### src/rtl/fwd_pipe_pkg.sv
// Shared widths, defaults and the per-stage entry record for the forwarding pipe.
package pipe_pkg;

  localparam int DATA_W       = 64;
  localparam int REG_AW       = 5;
  localparam int DEF_DEPTH    = 3;
  localparam int DEF_LOAD_LAT = 1;
  localparam int DEF_ZERO_REG = 31;

  typedef logic [DATA_W-1:0] data_t;
  typedef logic [REG_AW-1:0] reg_t;

  typedef struct packed {
    logic  valid;
    reg_t  rd;
    logic  we;
    logic  load;
    logic  ready;
    data_t data;
  } entry_t;

  localparam entry_t ENTRY_RST = '0;

  // A destination that is the hard-wired zero register carries no architectural value.
  function automatic logic reg_live(input reg_t r, input int zero_reg);
    return r != REG_AW'(zero_reg);
  endfunction

endpackage

### src/rtl/fwd_pipe_if.sv
// Decode-side bundle: instruction fields, operand reads, pipeline results and writeback.
interface fwd_pipe_if;
  import pipe_pkg::*;

  logic  id_valid;
  reg_t  id_rd;
  logic  id_regwrite;
  logic  id_load;
  reg_t  id_rs1;
  reg_t  id_rs2;
  data_t id_rf1;
  data_t id_rf2;
  logic  flush;
  data_t ex_result;
  data_t mem_rdata;
  data_t id_op1;
  data_t id_op2;
  logic  stall;
  logic  wb_we;
  reg_t  wb_rd;
  data_t wb_data;

  modport master (
    output id_valid, id_rd, id_regwrite, id_load, id_rs1, id_rs2,
    output id_rf1, id_rf2, flush, ex_result, mem_rdata,
    input  id_op1, id_op2, stall, wb_we, wb_rd, wb_data
  );

  modport slave (
    input  id_valid, id_rd, id_regwrite, id_load, id_rs1, id_rs2,
    input  id_rf1, id_rf2, flush, ex_result, mem_rdata,
    output id_op1, id_op2, stall, wb_we, wb_rd, wb_data
  );

endinterface

### src/rtl/fwd_pipe_match.sv
// Youngest-first match of one source register against all tracked stages.
// Purely combinational; the lowest stage index that writes the register wins.
module fwd_match
  import pipe_pkg::*;
#(
  parameter int DEPTH    = DEF_DEPTH,
  parameter int ZERO_REG = DEF_ZERO_REG
) (
  input  logic [DEPTH-1:0] cand_i,
  input  reg_t             rd_i  [DEPTH],
  input  logic [DEPTH-1:0] rdy_i,
  input  data_t            val_i [DEPTH],
  input  reg_t             rs_i,
  output logic             hit_o,
  output logic             ready_o,
  output data_t            value_o
);

  always_comb begin
    hit_o   = 1'b0;
    ready_o = 1'b0;
    value_o = '0;
    if (reg_live(rs_i, ZERO_REG)) begin
      // Scan oldest to youngest so the youngest match overwrites.
      for (int k = DEPTH - 1; k >= 0; k--) begin
        if (cand_i[k] && (rd_i[k] == rs_i)) begin
          hit_o   = 1'b1;
          ready_o = rdy_i[k];
          value_o = val_i[k];
        end
      end
    end
  end

endmodule

### src/rtl/fwd_pipe.sv
// Post-decode pipeline tracker: forwards youngest ready results to decode operands,
// raises load-use stall, and drives the register-file write port from the last stage.
module fwd_pipe
  import pipe_pkg::*;
#(
  parameter int DEPTH    = DEF_DEPTH,
  parameter int LOAD_LAT = DEF_LOAD_LAT,
  parameter int ZERO_REG = DEF_ZERO_REG
) (
  input  logic       clk,
  input  logic       reset,
  fwd_pipe_if.slave  bus
);

  entry_t stage_q [DEPTH];
  entry_t stage_d [DEPTH];

  logic [DEPTH-1:0] val_rdy;
  data_t            val_dat [DEPTH];
  logic [DEPTH-1:0] cand;
  reg_t             cand_rd [DEPTH];

  logic  hit1, rdy1, hit2, rdy2;
  data_t fv1, fv2;
  logic  hz1, hz2, stall_w, accept;

  // Value each stage can offer this cycle: live ALU result, arriving load data, or captured.
  always_comb begin
    for (int k = 0; k < DEPTH; k++) begin
      cand[k]    = stage_q[k].valid & stage_q[k].we;
      cand_rd[k] = stage_q[k].rd;
      val_rdy[k] = stage_q[k].ready;
      val_dat[k] = stage_q[k].data;
      if ((k == 0) && !stage_q[k].load) begin
        val_rdy[k] = 1'b1;
        val_dat[k] = bus.ex_result;
      end else if ((k == LOAD_LAT) && stage_q[k].load) begin
        val_rdy[k] = 1'b1;
        val_dat[k] = bus.mem_rdata;
      end
    end
  end

  fwd_match #(.DEPTH(DEPTH), .ZERO_REG(ZERO_REG)) u_match1 (
    .cand_i  (cand),
    .rd_i    (cand_rd),
    .rdy_i   (val_rdy),
    .val_i   (val_dat),
    .rs_i    (bus.id_rs1),
    .hit_o   (hit1),
    .ready_o (rdy1),
    .value_o (fv1)
  );

  fwd_match #(.DEPTH(DEPTH), .ZERO_REG(ZERO_REG)) u_match2 (
    .cand_i  (cand),
    .rd_i    (cand_rd),
    .rdy_i   (val_rdy),
    .val_i   (val_dat),
    .rs_i    (bus.id_rs2),
    .hit_o   (hit2),
    .ready_o (rdy2),
    .value_o (fv2)
  );

  assign hz1     = hit1 & ~rdy1;
  assign hz2     = hit2 & ~rdy2;
  assign stall_w = bus.id_valid & ~bus.flush & (hz1 | hz2);
  assign accept  = bus.id_valid & ~bus.flush & ~stall_w;

  assign bus.stall  = stall_w;
  assign bus.id_op1 = (hit1 & rdy1) ? fv1 : bus.id_rf1;
  assign bus.id_op2 = (hit2 & rdy2) ? fv2 : bus.id_rf2;

  always_comb begin
    stage_d[0] = ENTRY_RST;
    if (accept) begin
      stage_d[0].valid = 1'b1;
      stage_d[0].rd    = bus.id_rd;
      stage_d[0].we    = bus.id_regwrite;
      stage_d[0].load  = bus.id_load;
    end
    // Bubbles travel as all-zero so an empty WB stage presents rd=0, data=0.
    for (int k = 1; k < DEPTH; k++) begin
      stage_d[k] = ENTRY_RST;
      if (stage_q[k-1].valid) begin
        stage_d[k].valid = 1'b1;
        stage_d[k].rd    = stage_q[k-1].rd;
        stage_d[k].we    = stage_q[k-1].we;
        stage_d[k].load  = stage_q[k-1].load;
        stage_d[k].ready = val_rdy[k-1];
        stage_d[k].data  = val_dat[k-1];
      end
    end
  end

  always_ff @(posedge clk) begin
    for (int k = 0; k < DEPTH; k++) begin
      if (reset) begin
        stage_q[k] <= ENTRY_RST;
      end else begin
        stage_q[k] <= stage_d[k];
      end
    end
  end

  // Write suppressed while reset is held so the discarded WB entry never lands.
  assign bus.wb_we   = stage_q[DEPTH-1].valid & stage_q[DEPTH-1].we &
                       reg_live(stage_q[DEPTH-1].rd, ZERO_REG) & ~reset;
  assign bus.wb_rd   = stage_q[DEPTH-1].rd;
  assign bus.wb_data = stage_q[DEPTH-1].data;

endmodule

### src/flat_wrapper.sv
// flat-port wrapper written by rule: the top's interface ports become plain ports
module fwd_pipe_flat import pipe_pkg::*;
#(
  parameter int DEPTH    = DEF_DEPTH,
  parameter int LOAD_LAT = DEF_LOAD_LAT,
  parameter int ZERO_REG = DEF_ZERO_REG
)
  (clk, reset, bus_id_valid, bus_id_rd, bus_id_regwrite, bus_id_load, bus_id_rs1, bus_id_rs2, bus_id_rf1, bus_id_rf2, bus_flush, bus_ex_result, bus_mem_rdata, bus_id_op1, bus_id_op2, bus_stall, bus_wb_we, bus_wb_rd, bus_wb_data);
  fwd_pipe_if bus_i ();
  input  logic clk;
  input  logic reset;
  input wire logic [$bits(bus_i.id_valid)-1:0] bus_id_valid;
  input wire logic [$bits(bus_i.id_rd)-1:0] bus_id_rd;
  input wire logic [$bits(bus_i.id_regwrite)-1:0] bus_id_regwrite;
  input wire logic [$bits(bus_i.id_load)-1:0] bus_id_load;
  input wire logic [$bits(bus_i.id_rs1)-1:0] bus_id_rs1;
  input wire logic [$bits(bus_i.id_rs2)-1:0] bus_id_rs2;
  input wire logic [$bits(bus_i.id_rf1)-1:0] bus_id_rf1;
  input wire logic [$bits(bus_i.id_rf2)-1:0] bus_id_rf2;
  input wire logic [$bits(bus_i.flush)-1:0] bus_flush;
  input wire logic [$bits(bus_i.ex_result)-1:0] bus_ex_result;
  input wire logic [$bits(bus_i.mem_rdata)-1:0] bus_mem_rdata;
  output wire logic [$bits(bus_i.id_op1)-1:0] bus_id_op1;
  output wire logic [$bits(bus_i.id_op2)-1:0] bus_id_op2;
  output wire logic [$bits(bus_i.stall)-1:0] bus_stall;
  output wire logic [$bits(bus_i.wb_we)-1:0] bus_wb_we;
  output wire logic [$bits(bus_i.wb_rd)-1:0] bus_wb_rd;
  output wire logic [$bits(bus_i.wb_data)-1:0] bus_wb_data;
  assign bus_i.id_valid = bus_id_valid;
  assign bus_i.id_rd = bus_id_rd;
  assign bus_i.id_regwrite = bus_id_regwrite;
  assign bus_i.id_load = bus_id_load;
  assign bus_i.id_rs1 = bus_id_rs1;
  assign bus_i.id_rs2 = bus_id_rs2;
  assign bus_i.id_rf1 = bus_id_rf1;
  assign bus_i.id_rf2 = bus_id_rf2;
  assign bus_i.flush = bus_flush;
  assign bus_i.ex_result = bus_ex_result;
  assign bus_i.mem_rdata = bus_mem_rdata;
  assign bus_id_op1 = bus_i.id_op1;
  assign bus_id_op2 = bus_i.id_op2;
  assign bus_stall = bus_i.stall;
  assign bus_wb_we = bus_i.wb_we;
  assign bus_wb_rd = bus_i.wb_rd;
  assign bus_wb_data = bus_i.wb_data;
  fwd_pipe #(.DEPTH(DEPTH), .LOAD_LAT(LOAD_LAT), .ZERO_REG(ZERO_REG)) u_core (.clk(clk), .reset(reset), .bus(bus_i));
endmodule
### config.mk
export PLATFORM = sky130hd
export DESIGN_NAME = fwd_pipe_flat
export DESIGN_NICKNAME = d
export VERILOG_FILES = /design/src/rtl/fwd_pipe_pkg.sv /design/src/rtl/fwd_pipe_if.sv /design/src/rtl/fwd_pipe_match.sv /design/src/rtl/fwd_pipe.sv /design/src/flat_wrapper.sv
export SDC_FILE = /design/constraint.sdc
export NUM_CORES = 1
export LEC_CHECK = 0
export ABC_AREA = 1
export CORE_AREA = 10 10 177 179
export CTS_CLUSTER_DIAMETER = 60
export CTS_CLUSTER_SIZE = 10
export DETAILED_ROUTE_END_ITERATION = 16
export DIE_AREA = 0 0 187 189
export PLACE_DENSITY = 0.75
export SLEW_MARGIN = 10
export SYNTH_ARGS = -nofsm -noshare
export SYNTH_HDL_FRONTEND = slang
export SYNTH_SLANG_ARGS = --single-unit
### constraint.sdc
create_clock -name clk -period 7.9 [get_ports clk]
set_clock_uncertainty 0.05 [all_clocks]
set_input_delay 2.37 -clock clk [delete_from_list [all_inputs] [get_ports clk]]
set_output_delay 2.37 -clock clk [all_outputs]
set_load 0.1 [all_outputs]
# [Yosys cells after proc, flatten, opt, wreduce, memory -nomap -nowiden]
# Memories as Yosys holds them, arrays and structs flattened.
# Cells that the tools add are included.
[totals] ff_bits=0 latchBits=0 ramBits=219 rom_bits=0 in_bits=277 output_inout_bits=199 elab_cells=76 mem_count=1
[mem_list] memory="u_core.stage_q" words=3 width=73 read_ports=3 rd_ports_with_merged_regs=0 write_ports=3 line_no="fwd_pipe.sv:15" rtl="entry_t stage_q [DEPTH];"
[classes] n_addsub=0 n_mul=0 div_mod_pow=0 magnitude_cmp=0 n_eq_ne=9 shifts=0 muxes=39 bitwise=21 n_reduce_logical=6
[ops] op="two-way mux 64 bit" n=12
[ops] op="two-way mux 73 bit" n=5
[ops] op="== test 5 bit" n=6
[ops] op="two-way mux 1 bit" n=21
[ops] op="!= test 5 bit (second input constant)" n=3
[ops] op="AND 1 bit" n=12
[ops] op="two-way mux 8 bit" n=1
[ops] op="logical AND 1 bit" n=6
[ops] op="NOT 1 bit" n=5
[ops] op="OR 1 bit" n=4

# [Logic depth before layout (Yosys ltp)]
# Gate-level depths: netlist (run 1).
# An unclocked memory read counts as a cell.
[depth] ltp_word=15 ltp_mapped=13 ltp_nobuf=12

# [By module]
# From an unflattened synthesis (run 1), not the netlist that was laid out.
[hier_totals] hier_cells=2341 hier_area_um2=13143.9
[modules_own_cells] module="fwd_pipe" n_inst=1 cells_each=1201 area_per_inst_um2=8071.5 seq_area_each_um2=3062.9
[modules_own_cells] module="fwd_match" n_inst=2 cells_each=570 area_per_inst_um2=2536.2 seq_area_each_um2=0.0

# [Worst setup path before layout (run 1)]
# OpenSTA, ideal clock, no wires.
[synth_timing] kind="input port to output port" startpoint="input port bus_id_rs1[3]" endpoint="output port bus_id_op1[47]" t_arrival_ps=5454 required_time_ps=5480 path_slack_ps=26 stages=10 path_buffers=1 cell_sequence="inv_1 > o21ai_0 > nor2_1 > nand3_2 > inv_2 > buf_1 > nor2_1 > o21ai_0 > nand2_1 > o21ai_0"
[synth_between] elab_chain_cells=8 word_cells_on_any_way=21 classes_between="4 x eq/ne; 13 x mux; 1 x bitwise; 3 x reduce/logical"
[synth_rtl] item="start, declared" line_no="flat_wrapper.sv:16" rtl="input wire logic [$bits(bus_i.id_rs1)-1:0] bus_id_rs1;"
[synth_rtl] item="== test 5 bit" line_no="fwd_pipe_match.sv:26" rtl="if (cand_i[k] && (rd_i[k] == rs_i)) begin"
[synth_rtl] item="logical AND 1 bit" line_no="fwd_pipe_match.sv:26"
[synth_rtl] item="two-way mux 1 bit (3 in a row)" line_no="fwd_pipe_match.sv:26"
[synth_rtl] item="two-way mux 1 bit" line_no="fwd_pipe_match.sv:23" rtl="if (reg_live(rs_i, ZERO_REG)) begin"
[synth_rtl] item="AND 1 bit" line_no="fwd_pipe.sv:72" rtl="assign bus.id_op1 = (hit1 & rdy1) ? fv1 : bus.id_rf1;"
[synth_rtl] item="two-way mux 64 bit *" line_no="fwd_pipe.sv:72"
[synth_rtl] item="end, declared" line_no="flat_wrapper.sv:23" rtl="output wire logic [$bits(bus_i.id_op1)-1:0] bus_id_op1;"
# Every way passes the cells marked *; elsewhere a longest branch is shown, timed or not.

# [Final worst setup path (run 1)]
[layout_timing] startpoint="input port bus_id_rs1[1]" endpoint="output port bus_id_op1[60]"
# The elaborated chain is that of the path after synthesis.

==> results of run 1 <==
-- synthesized netlist by cell type --
cell type / count / share of area [%]
o22ai_1: 26 / 1.5
o21ai_0: 256 / 12
clkinv_1: 1 / 0.035
nand2_1: 331 / 12
nor2_1: 434 / 15
clkbuf_1: 82 / 2.9
dfxtp_1: 153 / 28
xor2_1: 4 / 0.33
buf_1: 6 / 0.21
buf_6: 1 / 0.10
nor3_1: 3 / 0.14
nor4_1: 1 / 0.058
buf_2: 23 / 1.1
o21ai_1: 56 / 2.6
nor2_8: 1 / 0.19
mux2i_1: 64 / 6.0
nand3_2: 4 / 0.37
nand3_1: 9 / 0.42
nand3b_1: 5 / 0.35
a311oi_1: 1 / 0.081
nor3_2: 1 / 0.093
buf_4: 83 / 5.8
inv_2: 9 / 0.31
a22oi_1: 2 / 0.14
nand4_1: 1 / 0.058
nand2_2: 2 / 0.12
a21oi_1: 102 / 4.7
inv_1: 153 / 5.3
-- metal layers --
layer	part of all wire [%]	track usage, %	vias to the layer above
met2	49	49.80	778
met4	4.5	14.86	0
met5	0	0	-
met1	38	32.47	6058
li1	-	-	6354
met3	9.0	7.222	139
-- area by class of cell --
cell class | count | area (um2)
antenna | 6 | 15.01
timing repair buffer | 505 | 6356
tap | 378 | 473.0
clock inverter | 12 | 201.4
clock buffer | 18 | 429.2
multi-input combinational | 1303 | 6055
fill | 2457 | 10420
inverter | 163 | 611.8
sequential | 153 | 3068
-- worst paths after layout --
check,endpoint,cells past startpoint,slack [ns]
worst max-delay path,bus_id_op1[60],15,0.39
worst min-delay path,u_core.stage_q[2][66],2,0.41
worst max register to register,u_core.stage_q[0][66],10,5.37
worst min register to register,u_core.stage_q[2][66],2,0.41
-- through the flow --
stage	util (%)	hold WS, ns
finish	62.29	0.4105
global route	62.29	0.4305
CTS	62.23	0.4109
detailed placement	59.95	0.3991
global placement	59.95	0.3815
floorplan	-	0.3674
-- critical path, delay by kind of cell --
family / cells / cell delay (ns)
AND/OR/NAND/NOR: 10 / 1.03
buffers and inverters: 5 / 1.68
-- power groups by stage --
| stage | combinational (W) | clock, W | sequential (W) |
|---|---|---|---|
| after floorplan | 0.000334 | 0 | 0.000798 |
| after global placement | 0.000663 | 0 | 0.000799 |
| after detailed placement | 0.000666 | 0 | 0.000799 |
| after CTS | 0.000669 | 0.000920 | 0.000781 |
| after global routing | 0.000693 | 0.000958 | 0.000782 |
| final | 0.000667 | 0.000911 | 0.000782 |
-- cells by family after synthesis --
family	Yosys count	synth area share, %
XOR/XNOR	4	0.3258
multiplexers	64	5.958
flip-flops	153	28.49
buffers and inverters	358	15.73
AO/OA/AOI/OAI	443	21.00
AND/OR/NAND/NOR	792	28.50
==> results by group, run 1 <==
Status
  • Status: complete, no violations

Detailed routing
  • DRT Pass-1 Iters: 7
  • DRC errors left: 0
  • Via/cell ratio: 5.252
  • DRC violation total after the first TritonRoute iteration: 1,278
  • Final ANT Viol Nets: 0
  • DR vias: 13,330
  • Routed wire length: 53,240 um
  • Drt wl/cell: 20.98 um

Power and ir drop
  • Pint: 0.001614 W
  • Sw Pwr: 0.0007443 W
  • Total power: 0.002359 W
  • Max IR drop VDD: 0.1141 mV
  • Cell Pwr Density: 137.1 mW/mm2
  • Net Sw Frac: 31.55%
  • Comb power frac: 28.3%
  • Pleak: 7.012 nW
  • Sequential power share: 33.1%
  • Clk pwr share: 38.6%

Clock network
  • Setup bufs post-CTS: 0
  • Post-CTS Resized: 0
  • H-tree lvl count: 4
  • Clock tree buffer depth: 2
  • Cts hold-fix bufs: 0
  • Clock Sinks: 153
  • CTS Root Cell: clkbuf_16
  • Worst skew pair latency: 0.42 ns
  • Total CTS buffers: 17
  • Worst-path clk slew: 0.06 ns
  • CTS tree: built

Yosys
  • Post-synth cell types: 28
  • Syn Nets: 2,091
  • Sequential fraction of the synthesis area: 28.48%
  • Synthesized area: 0.01075 mm2
  • Syn Area/Cell: 5.928 um2
  • Synth Register Bits: 153
  • Total number of yosys warnings: 0
  • Synthesized instance count: 1,814

Finish
  • Share of layout cells above drive strength 1: 9.981%
  • Final instance area: 0.01721 mm2
  • Commonest non-fill, non-tap cell in the layout: nor2_1
  • Area Growth Syn to Fin: 60.04%
  • Most frequent cells in the layout: nor2_1 (434), clkdlybuf4s50_1 (345), nand2_1 (328)
  • Largest Register: u_core.stage_q
  • Nets: 2,420
  • Fin cells: 2,538
  • Top flop regs: u_core.stage_q (153)
  • Number of flip-flops in the largest register: 153

Job
  • Max_cap viols: 0

Critical path
  • CP startpoint kind: primary input
  • Setup CP Type: in -> out
  • Reg2reg start: u_core.stage_q[0][65]
  • CP startpoint: bus_id_rs1[1]
  • Worst Path Arrival: 5.09 ns
  • CP Cell Sequence: clkdlybuf4s50_1 -> inv_1 -> nand2_1 -> nand2_1 -> nor2_1 -> nand3_2 -> buf_12 -> nor2_1 -> nor2_1 -> nand2_1 -> nand2_4 -> inv_1 -> nand2_1 -> nand2_1 -> buf_12
  • CP Data Required Time: 5.48 ns
  • Most used cell, CP: nand2_1
  • CP Max Fanout: 68
  • Slowest cell on the critical path: clkdlybuf4s50_1
  • Crit path capture type: output port
  • Slowest Stage Delay on Critical Path: 0.62 ns

Placement
  • Worst slack, placed: 0.3768 ns
  • Port-buffer cells: 475
  • GPL Wtd Cong: 0.9323
  • Dpl cell area: 0.01656 mm2
  • Placed Cells: 2,502
  • Dpl hpwl: 38,960 um

Timing
  • Setup violations, final: 0
  • Final Max Tran Viols: 0
  • Slew headroom: 26.76%
  • Final Hold Viols: 0
  • Setup TNS Final: 0 ns
  • Worst setup margin: 0.3873 ns
  • Max Clk Rate: 133.1 MHz
  • Transition time of the tightest slew-check pin: 1.095 ns
  • Period minus WS final: 7.513 ns
  • Unrepaired setup endpoints after global routing: false
  • Period utilization: 95.10%

GRT
  • Gr usage total: 28.87%
  • Largest net degree at the start of global routing: 88
  • Number of global-route vias before repair: 13,210
  • First-pass GRT wire length: 80,050 um
  • Gr ovfl total: 0
  • Initial antenna violation count: 6

Worst hold path
  • Hold_sp: u_core.stage_q[1][66]
  • Hold Path Class: reg -> reg

Floorplan
  • Die height: 189 um
  • Die area: 0.03534 mm2
  • IO Pins: 476
  • Site Rows: 61
  • Die W: 187 um
  • Area of the core: 0.02763 mm2
  • Initial core utilization: 38.92%
No activity file was read; power rests on OpenSTA's default activity.
==> inputs of run 2 (changes only) <==
--- a/config.mk
+++ b/config.mk
@@ -12,6 +12,7 @@
 export DETAILED_ROUTE_END_ITERATION = 16
 export DIE_AREA = 0 0 187 189
 export PLACE_DENSITY = 0.75
+export SETUP_SLACK_MARGIN = 0.15
 export SLEW_MARGIN = 10
 export SYNTH_ARGS = -nofsm -noshare
 export SYNTH_HDL_FRONTEND = slang
==> results by group, run 2 (same netlist as run 1, synthesis figures left out) <==
Clock network
  • Clock tree buffer depth: 2 (unchanged)
  • Post-CTS Resized: 0 (unchanged)
  • Worst-path clk slew: 0.07 ns (was 0.06 ns)
  • CTS Root Cell: clkbuf_16 (unchanged)
  • Worst skew pair latency: 0.42 ns (about the same)
  • Total CTS buffers: 17 (unchanged)
  • Setup bufs post-CTS: 0 (unchanged)
  • H-tree lvl count: 4 (unchanged)
  • Clock Sinks: 153 (unchanged)
  • Cts hold-fix bufs: 0 (unchanged)
  • CTS tree: built (unchanged)

Critical path
  • Reg2reg setup slack: 5.23 ns (was 5.37 ns)
  • CP top delay family: buffers and inverters (unchanged)
  • CP Data Required Time: 5.48 ns (about the same)
  • Reg2Reg Depth: 9 (was 10)
  • Worst Path Buf+Inv: 4 (was 5)
  • Crit path capture type: output port (unchanged)
  • Worst Path Arrival: 4.97 ns (was 5.09 ns)
  • Critical Path End: bus_id_op1[52] (was bus_id_op1[60])
  • R2R Path End: u_core.stage_q[0][65] (was u_core.stage_q[0][66])
  • Slowest Stage Delay on Critical Path: 0.57 ns (was 0.62 ns)
  • CP Cell Sequence: clkdlybuf4s50_1 -> inv_1 -> nand2_1 -> nand2_1 -> nor2_1 -> nand2_1 -> nor2_1 -> nand3_1 -> nand2_1 -> nand2_4 -> inv_1 -> nand2_1 -> nand2_1 -> buf_12 (was clkdlybuf4s50_1 -> inv_1 -> nand2_1 -> nand2_1 -> nor2_1 -> nand3_2 -> buf_12 -> nor2_1 -> nor2_1 -> nand2_1 -> nand2_4 -> inv_1 -> nand2_1 -> nand2_1 -> buf_12)
  • Setup CP Type: in -> out (unchanged)
  • Most used cell, CP: nand2_1 (unchanged)
  • CP startpoint kind: primary input (unchanged)
  • CP startpoint: bus_id_rs1[3] (was bus_id_rs1[1])
  • Reg2reg start: u_core.stage_q[1][65] (was u_core.stage_q[0][65])
  • CP Depth: 14 (was 15)
  • CP Max Fanout: 14 (was 68)
  • Slowest cell on the critical path: inv_1 (was clkdlybuf4s50_1)

GRT
  • First-pass GRT wire length: 78,370 um (was 80,050 um)
  • Number of global-route vias before repair: 13,080 (was 13,210)
  • Initial antenna violation count: 6 (unchanged)
  • Gr usage total: 28.30% (was 28.87%)
  • Largest net degree at the start of global routing: 66 (was 88)
  • Gr ovfl total: 0 (unchanged)

Timing
  • Setup TNS Final: 0 ns (unchanged)
  • Worst setup margin: 0.5056 ns (was 0.3873 ns)
  • Final Hold Viols: 0 (unchanged)
  • Unrepaired setup endpoints after global routing: false (unchanged)
  • Final Max Tran Viols: 0 (unchanged)
  • Slew headroom: 27.00% (was 26.76%)
  • Period minus WS final: 7.394 ns (was 7.513 ns)
  • Setup violations, final: 0 (unchanged)
  • Transition time of the tightest slew-check pin: 1.092 ns (was 1.095 ns)
  • Period utilization: 93.60% (was 95.10%)
  • Max Clk Rate: 135.2 MHz (was 133.1 MHz)
  • Worst hold slack: 0.4118 ns (was 0.4105 ns)

Floorplan
  • Site Rows: 61 (unchanged)
  • Die height: 189 um (unchanged)
  • IO Pins: 476 (unchanged)
  • Die area: 0.03534 mm2 (unchanged)
  • Area of the core: 0.02763 mm2 (unchanged)
  • Initial core utilization: 38.92% (unchanged)
  • Die W: 187 um (unchanged)

Job
  • Max_cap viols: 0 (unchanged)

Placement
  • Dpl hpwl: 38,620 um (was 38,960 um)
  • Worst slack, placed: 0.5543 ns (was 0.3768 ns)
  • Port-buffer cells: 475 (unchanged)
  • GPL Wtd Cong: 0.9119 (was 0.9323)

Finish
  • Number of flip-flops in the largest register: 153 (unchanged)
  • Filler Cell Count: 2,519 (was 2,457)
  • Nets: 2,420 (unchanged)
  • FF/Latch Area: 0.003068 mm2 (unchanged)
  • Top flop regs: u_core.stage_q (153) (unchanged)
  • Area of the multi-input gates: 0.006055 mm2 (unchanged)
  • Area Growth Syn to Fin: 59.90% (was 60.04%)
  • Share of layout cells above drive strength 1: 9.986% (was 9.981%)
  • Commonest non-fill, non-tap cell in the layout: nor2_1 (unchanged)
  • Most frequent cells in the layout: nor2_1 (434), clkdlybuf4s50_1 (345), nand2_1 (328) (unchanged)
  • Largest Register: u_core.stage_q (unchanged)

Status
  • Status: complete, no violations (unchanged)

Power and ir drop
  • Cell Pwr Density: 136.7 mW/mm2 (was 137.1 mW/mm2)
  • Max IR drop VDD: 0.1244 mV (was 0.1141 mV)
  • Pleak: 7.005 nW (was 7.012 nW)

Detailed routing
  • DR vias: 13,440 (was 13,330)
  • Drt wl/cell: 20.90 um (was 20.98 um)
  • Routed wire length: 53,020 um (was 53,240 um)
  • DRC violation total after the first TritonRoute iteration: 1,148 (was 1,278)
  • DRT Pass-1 Iters: 6 (was 7)
  • DRC errors left: 0 (unchanged)
  • Via/cell ratio: 5.296 (was 5.252)
  • Final ANT Viol Nets: 0 (unchanged)

Worst hold path
  • Hold Path Class: reg -> reg (unchanged)
[run 2: worst min path at each step]
stage | slack, ns | from | end | depth (start not counted)
after floorplan | 0.37 | u_core.stage_q[0][66] | u_core.stage_q[1][66] | 2
after global placement | 0.38 | u_core.stage_q[0][66] | u_core.stage_q[1][66] | 2
after detailed placement | 0.40 | u_core.stage_q[0][66] | u_core.stage_q[1][66] | 2
after CTS | 0.41 | u_core.stage_q[0][66] | u_core.stage_q[1][66] | 2
after global routing | 0.45 | u_core.stage_q[0][66] | u_core.stage_q[1][66] | 2
final | 0.41 | u_core.stage_q[0][66] | u_core.stage_q[1][66] | 2
[run 2: tightest hold or removal path: stages, from the launching register on]
cell,delay (ns)
dfxtp_1,0.30
nand2_1,0.08
nor2_1,0.04
[run 2: stage by stage]
stage	utilization, %	power [W]	area (um2)	instances
2_1_floorplan	-	0.001132	10750	1814
3_3_place_gp	59.90	0.001462	16550	2502
3_5_place_dp	59.90	0.001465	16550	2502
4_1_cts	62.18	0.002361	17180	2531
5_1_grt	62.23	0.002421	17190	2537
6_report	62.23	0.002350	17190	2537
[run 2: final cells by class]
| cell class | instances | area share (%) |
|---|---|---|
| repair buffers | 505 | 36.89 |
| multi-input cells | 1303 | 35.21 |
| flip-flops and latches | 153 | 17.84 |
| inverters | 163 | 3.558 |
| well taps | 378 | 2.751 |
| clock buffers | 17 | 2.474 |
| clock inverters | 12 | 1.179 |
| diodes | 6 | 0.08732 |
[run 2: power by group]
part	switching (W)	total (W)	leakage [nW]	internal [W]
logic	0.000388	0.000666	5.46	0.000278
clock network	0.000345	0.000902	0.305	0.000557
registers	0.00000351	0.000782	1.24	0.000778
total	0.000737	0.00235	7.01	0.00161
[run 2: layer usage]
layer,global-route usage [%],up-vias,wire length [um]
met4,13.49,0,2206
met1,32.73,6133,20200
met5,0,-,0
li1,-,6357,-
met3,7.736,123,5339
met2,47.65,823,25270
==> inputs of run 3 (changes only) <==
--- a/config.mk
+++ b/config.mk
@@ -13,7 +13,6 @@
 export DIE_AREA = 0 0 187 189
 export PLACE_DENSITY = 0.75
 export SETUP_SLACK_MARGIN = 0.15
-export SLEW_MARGIN = 10
 export SYNTH_ARGS = -nofsm -noshare
 export SYNTH_HDL_FRONTEND = slang
 export SYNTH_SLANG_ARGS = --single-unit
==> constraint.sdc (replaced) <==
create_clock -name clk -period 8.7 [get_ports clk]
set_clock_uncertainty 0.05 [all_clocks]
set_input_delay 2.61 -clock clk [delete_from_list [all_inputs] [get_ports clk]]
set_output_delay 2.61 -clock clk [all_outputs]
set_load 0.1 [all_outputs]
==> results by group, run 3 (same netlist as run 1, synthesis figures left out) <==
Status
  • Status: complete, no violations (unchanged)

Timing
  • Period utilization: 93.11%
  • Setup TNS Final: 0 ns (unchanged)
  • Max Clk Rate: 123.4 MHz
  • Period minus WS final: 8.101 ns
  • Transition time of the tightest slew-check pin: 1.097 ns (was 1.092 ns)
  • Final Hold Viols: 0 (unchanged)
  • Setup violations, final: 0 (unchanged)
  • Unrepaired setup endpoints after global routing: false (unchanged)
  • Final Max Tran Viols: 0 (unchanged)
  • Slew headroom: 26.62% (was 27.00%)

Clock network
  • CTS Root Cell: clkbuf_16 (unchanged)
  • Worst skew pair latency: 0.43 ns (was 0.42 ns)
  • Clock tree buffer depth: 2 (unchanged)
  • Cts hold-fix bufs: 0 (unchanged)
  • CTS tree: built (unchanged)
  • H-tree lvl count: 4 (unchanged)
  • Post-CTS Resized: 0 (unchanged)
  • Total CTS buffers: 17 (unchanged)
  • Worst-path clk slew: 0.06 ns (was 0.07 ns)
  • Setup bufs post-CTS: 0 (unchanged)
  • Clock Sinks: 153 (unchanged)

Power and ir drop
  • Total power: 0.002194 W (was 0.002350 W)
  • Pleak: 7.007 nW (was 7.005 nW)
  • Cell Pwr Density: 127.7 mW/mm2 (was 136.7 mW/mm2)
  • Max IR drop VDD: 0.1074 mV (was 0.1244 mV)

Finish
  • Nets: 2,417 (was 2,420)
  • Filler Cell Count: 2,570 (was 2,519)
  • Fin cells: 2,532 (was 2,537)
  • Share of layout cells above drive strength 1: 9.809% (was 9.986%)
  • Most frequent cells in the layout: nor2_1 (434), clkdlybuf4s50_1 (346), nand2_1 (328) (was nor2_1 (434), clkdlybuf4s50_1 (345), nand2_1 (328))
  • Top flop regs: u_core.stage_q (153) (unchanged)
  • Number of flip-flops in the largest register: 153 (unchanged)
  • Largest Register: u_core.stage_q (unchanged)
  • Area Growth Syn to Fin: 59.81% (was 59.90%)
  • Final instance area: 0.01718 mm2 (was 0.01719 mm2)
  • Commonest non-fill, non-tap cell in the layout: nor2_1 (unchanged)

Detailed routing
  • DR vias: 13,360 (was 13,440)
  • Final ANT Viol Nets: 0 (unchanged)
  • Drt wl/cell: 20.84 um (was 20.90 um)
  • DRC errors left: 0 (unchanged)
  • Routed wire length: 52,760 um (was 53,020 um)
  • Via/cell ratio: 5.277 (was 5.296)
  • DRC violation total after the first TritonRoute iteration: 1,277 (was 1,148)
  • DRT Pass-1 Iters: 8 (was 6)

Floorplan
  • Site Rows: 61 (unchanged)
  • Die height: 189 um (unchanged)
  • Die W: 187 um (unchanged)
  • Die area: 0.03534 mm2 (unchanged)
  • Initial core utilization: 38.92% (unchanged)
  • Area of the core: 0.02763 mm2 (unchanged)
  • IO Pins: 476 (unchanged)

GRT
  • First-pass GRT wire length: 79,800 um (was 78,370 um)
  • Number of global-route vias before repair: 13,380 (was 13,080)
  • Largest net degree at the start of global routing: 84 (was 66)
  • Gr ovfl total: 0 (unchanged)
  • Initial antenna violation count: 3 (was 6)
  • Gr usage total: 28.61% (was 28.30%)

Critical path
  • CP Data Required Time: 6.04 ns (was 5.48 ns)
  • Reg2reg setup slack: 6.12 ns (was 5.23 ns)
  • CP startpoint kind: primary input (unchanged)
  • CP Max Fanout: 65 (was 14)
  • Setup CP Type: in -> out (unchanged)
  • Reg2reg start: u_core.stage_q[0][65] (was u_core.stage_q[1][65])
  • Worst Path Arrival: 5.44 ns (was 4.97 ns)
  • Reg2Reg Depth: 7 (was 9)
  • Crit path capture type: output port (unchanged)
  • R2R Path End: u_core.stage_q[0][65] (unchanged)

Placement
  • Port-buffer cells: 475 (unchanged)
  • Dpl hpwl: 38,720 um (was 38,620 um)
  • Dpl cell area: 0.01651 mm2 (was 0.01655 mm2)
  • GPL Wtd Cong: 0.9262 (was 0.9119)
  • Placed Cells: 2,499 (was 2,502)

Job
  • Max_cap viols: 0 (unchanged)

Worst hold path
  • Hold Path Class: reg -> reg (unchanged)
  • Hold_sp: u_core.stage_q[1][66] (was u_core.stage_q[0][66])
  • Hold endpoint: u_core.stage_q[2][66] (was u_core.stage_q[1][66])
  • Worst Hold Depth: 2 (unchanged)
==> run 3: changes by cell type in the layout (fill, tap and decap cells not counted) <==
cell,before,now
buf_12,135,133
buf_4,25,23
bufinv_16,5,6
clkbuf_1,0,1
clkbuf_16,17,18
clkdlybuf4s50_1,345,346
clkinv_4,4,2
clkinvlp_4,1,0
diode_2,6,3
inv_6,0,1
o21ai_0,246,256
o21ai_1,66,56
==> run 3: critical path: stages <==
cell and delay [ns]:
clkdlybuf4s50_1 0.63, inv_1 0.12, nand2_1 0.07, nand2_1 0.05, nor2_1 0.21, nand3_4 0.12
nand2_1 0.08, nand3_1 0.08, nand2_2 0.13, buf_4 0.59, nand2_1 0.19, a21oi_1 0.28
buf_12 0.21
==> run 3: how the worst max path moves through the flow <==
| stage | startpoint | end | slack [ns] | depth (start not counted) |
|---|---|---|---|---|
| floorplan | bus_id_rs1[3] | bus_id_op1[47] | 0.35 | 10 |
| CTS | bus_id_rs2[0] | bus_stall | 0.66 | 13 |
| detailed placement | bus_id_rs2[0] | bus_stall | 0.67 | 13 |
| finish | bus_id_rs2[0] | bus_stall | 0.60 | 13 |
| global placement | bus_id_rs2[0] | bus_stall | 0.76 | 13 |
| global route | bus_id_rs2[1] | bus_stall | 0.39 | 12 |
==> run 3: area by class of cell <==
| class | count | area, um2 | share of cell area, % |
|---|---|---|---|
| inverter | 163 | 611.8 | 3.561 |
| clock buffer | 19 | 454.2 | 2.643 |
| clock inverter | 11 | 216.5 | 1.260 |
| sequential | 153 | 3068 | 17.85 |
| timing repair buffer | 502 | 6299 | 36.65 |
| antenna | 3 | 7.507 | 0.04369 |
| tap | 378 | 473.0 | 2.752 |
| multi-input combinational | 1303 | 6055 | 35.23 |
==> run 3: metal layers <==
| layer | up-vias | track usage, % | part of all wire [%] |
|---|---|---|---|
| met5 | - | 0 | 0.025 |
| met1 | 6157 | 32.79 | 38 |
| met2 | 749 | 49.31 | 49 |
| li1 | 6342 | - | - |
| met3 | 112 | 7.313 | 9.1 |
| met4 | 2 | 12.78 | 3.7 |
==> run 3: report_power, final <==
part / total (W) / leakage, nW / switching [W] / internal [W]
clock: 0.000879 / 0.328 / 0.000325 / 0.000554
sequential: 0.000709 / 1.24 / 0.00000297 / 0.000706
combinational: 0.000605 / 5.44 / 0.000353 / 0.000252
total: 0.00219 / 7.01 / 0.000681 / 0.00151
==> run 3: per-stage QoR <==
step	setup slack, ns	hold slack (ns)	utilization, %
finish	0.5994	0.4017	62.20
global route	0.3931	0.4274	62.19
CTS	0.6646	0.3995	62.17
detailed placement	0.6675	0.3861	59.74
global placement	0.7583	0.3783	59.74
floorplan	0.3455	0.3674	-
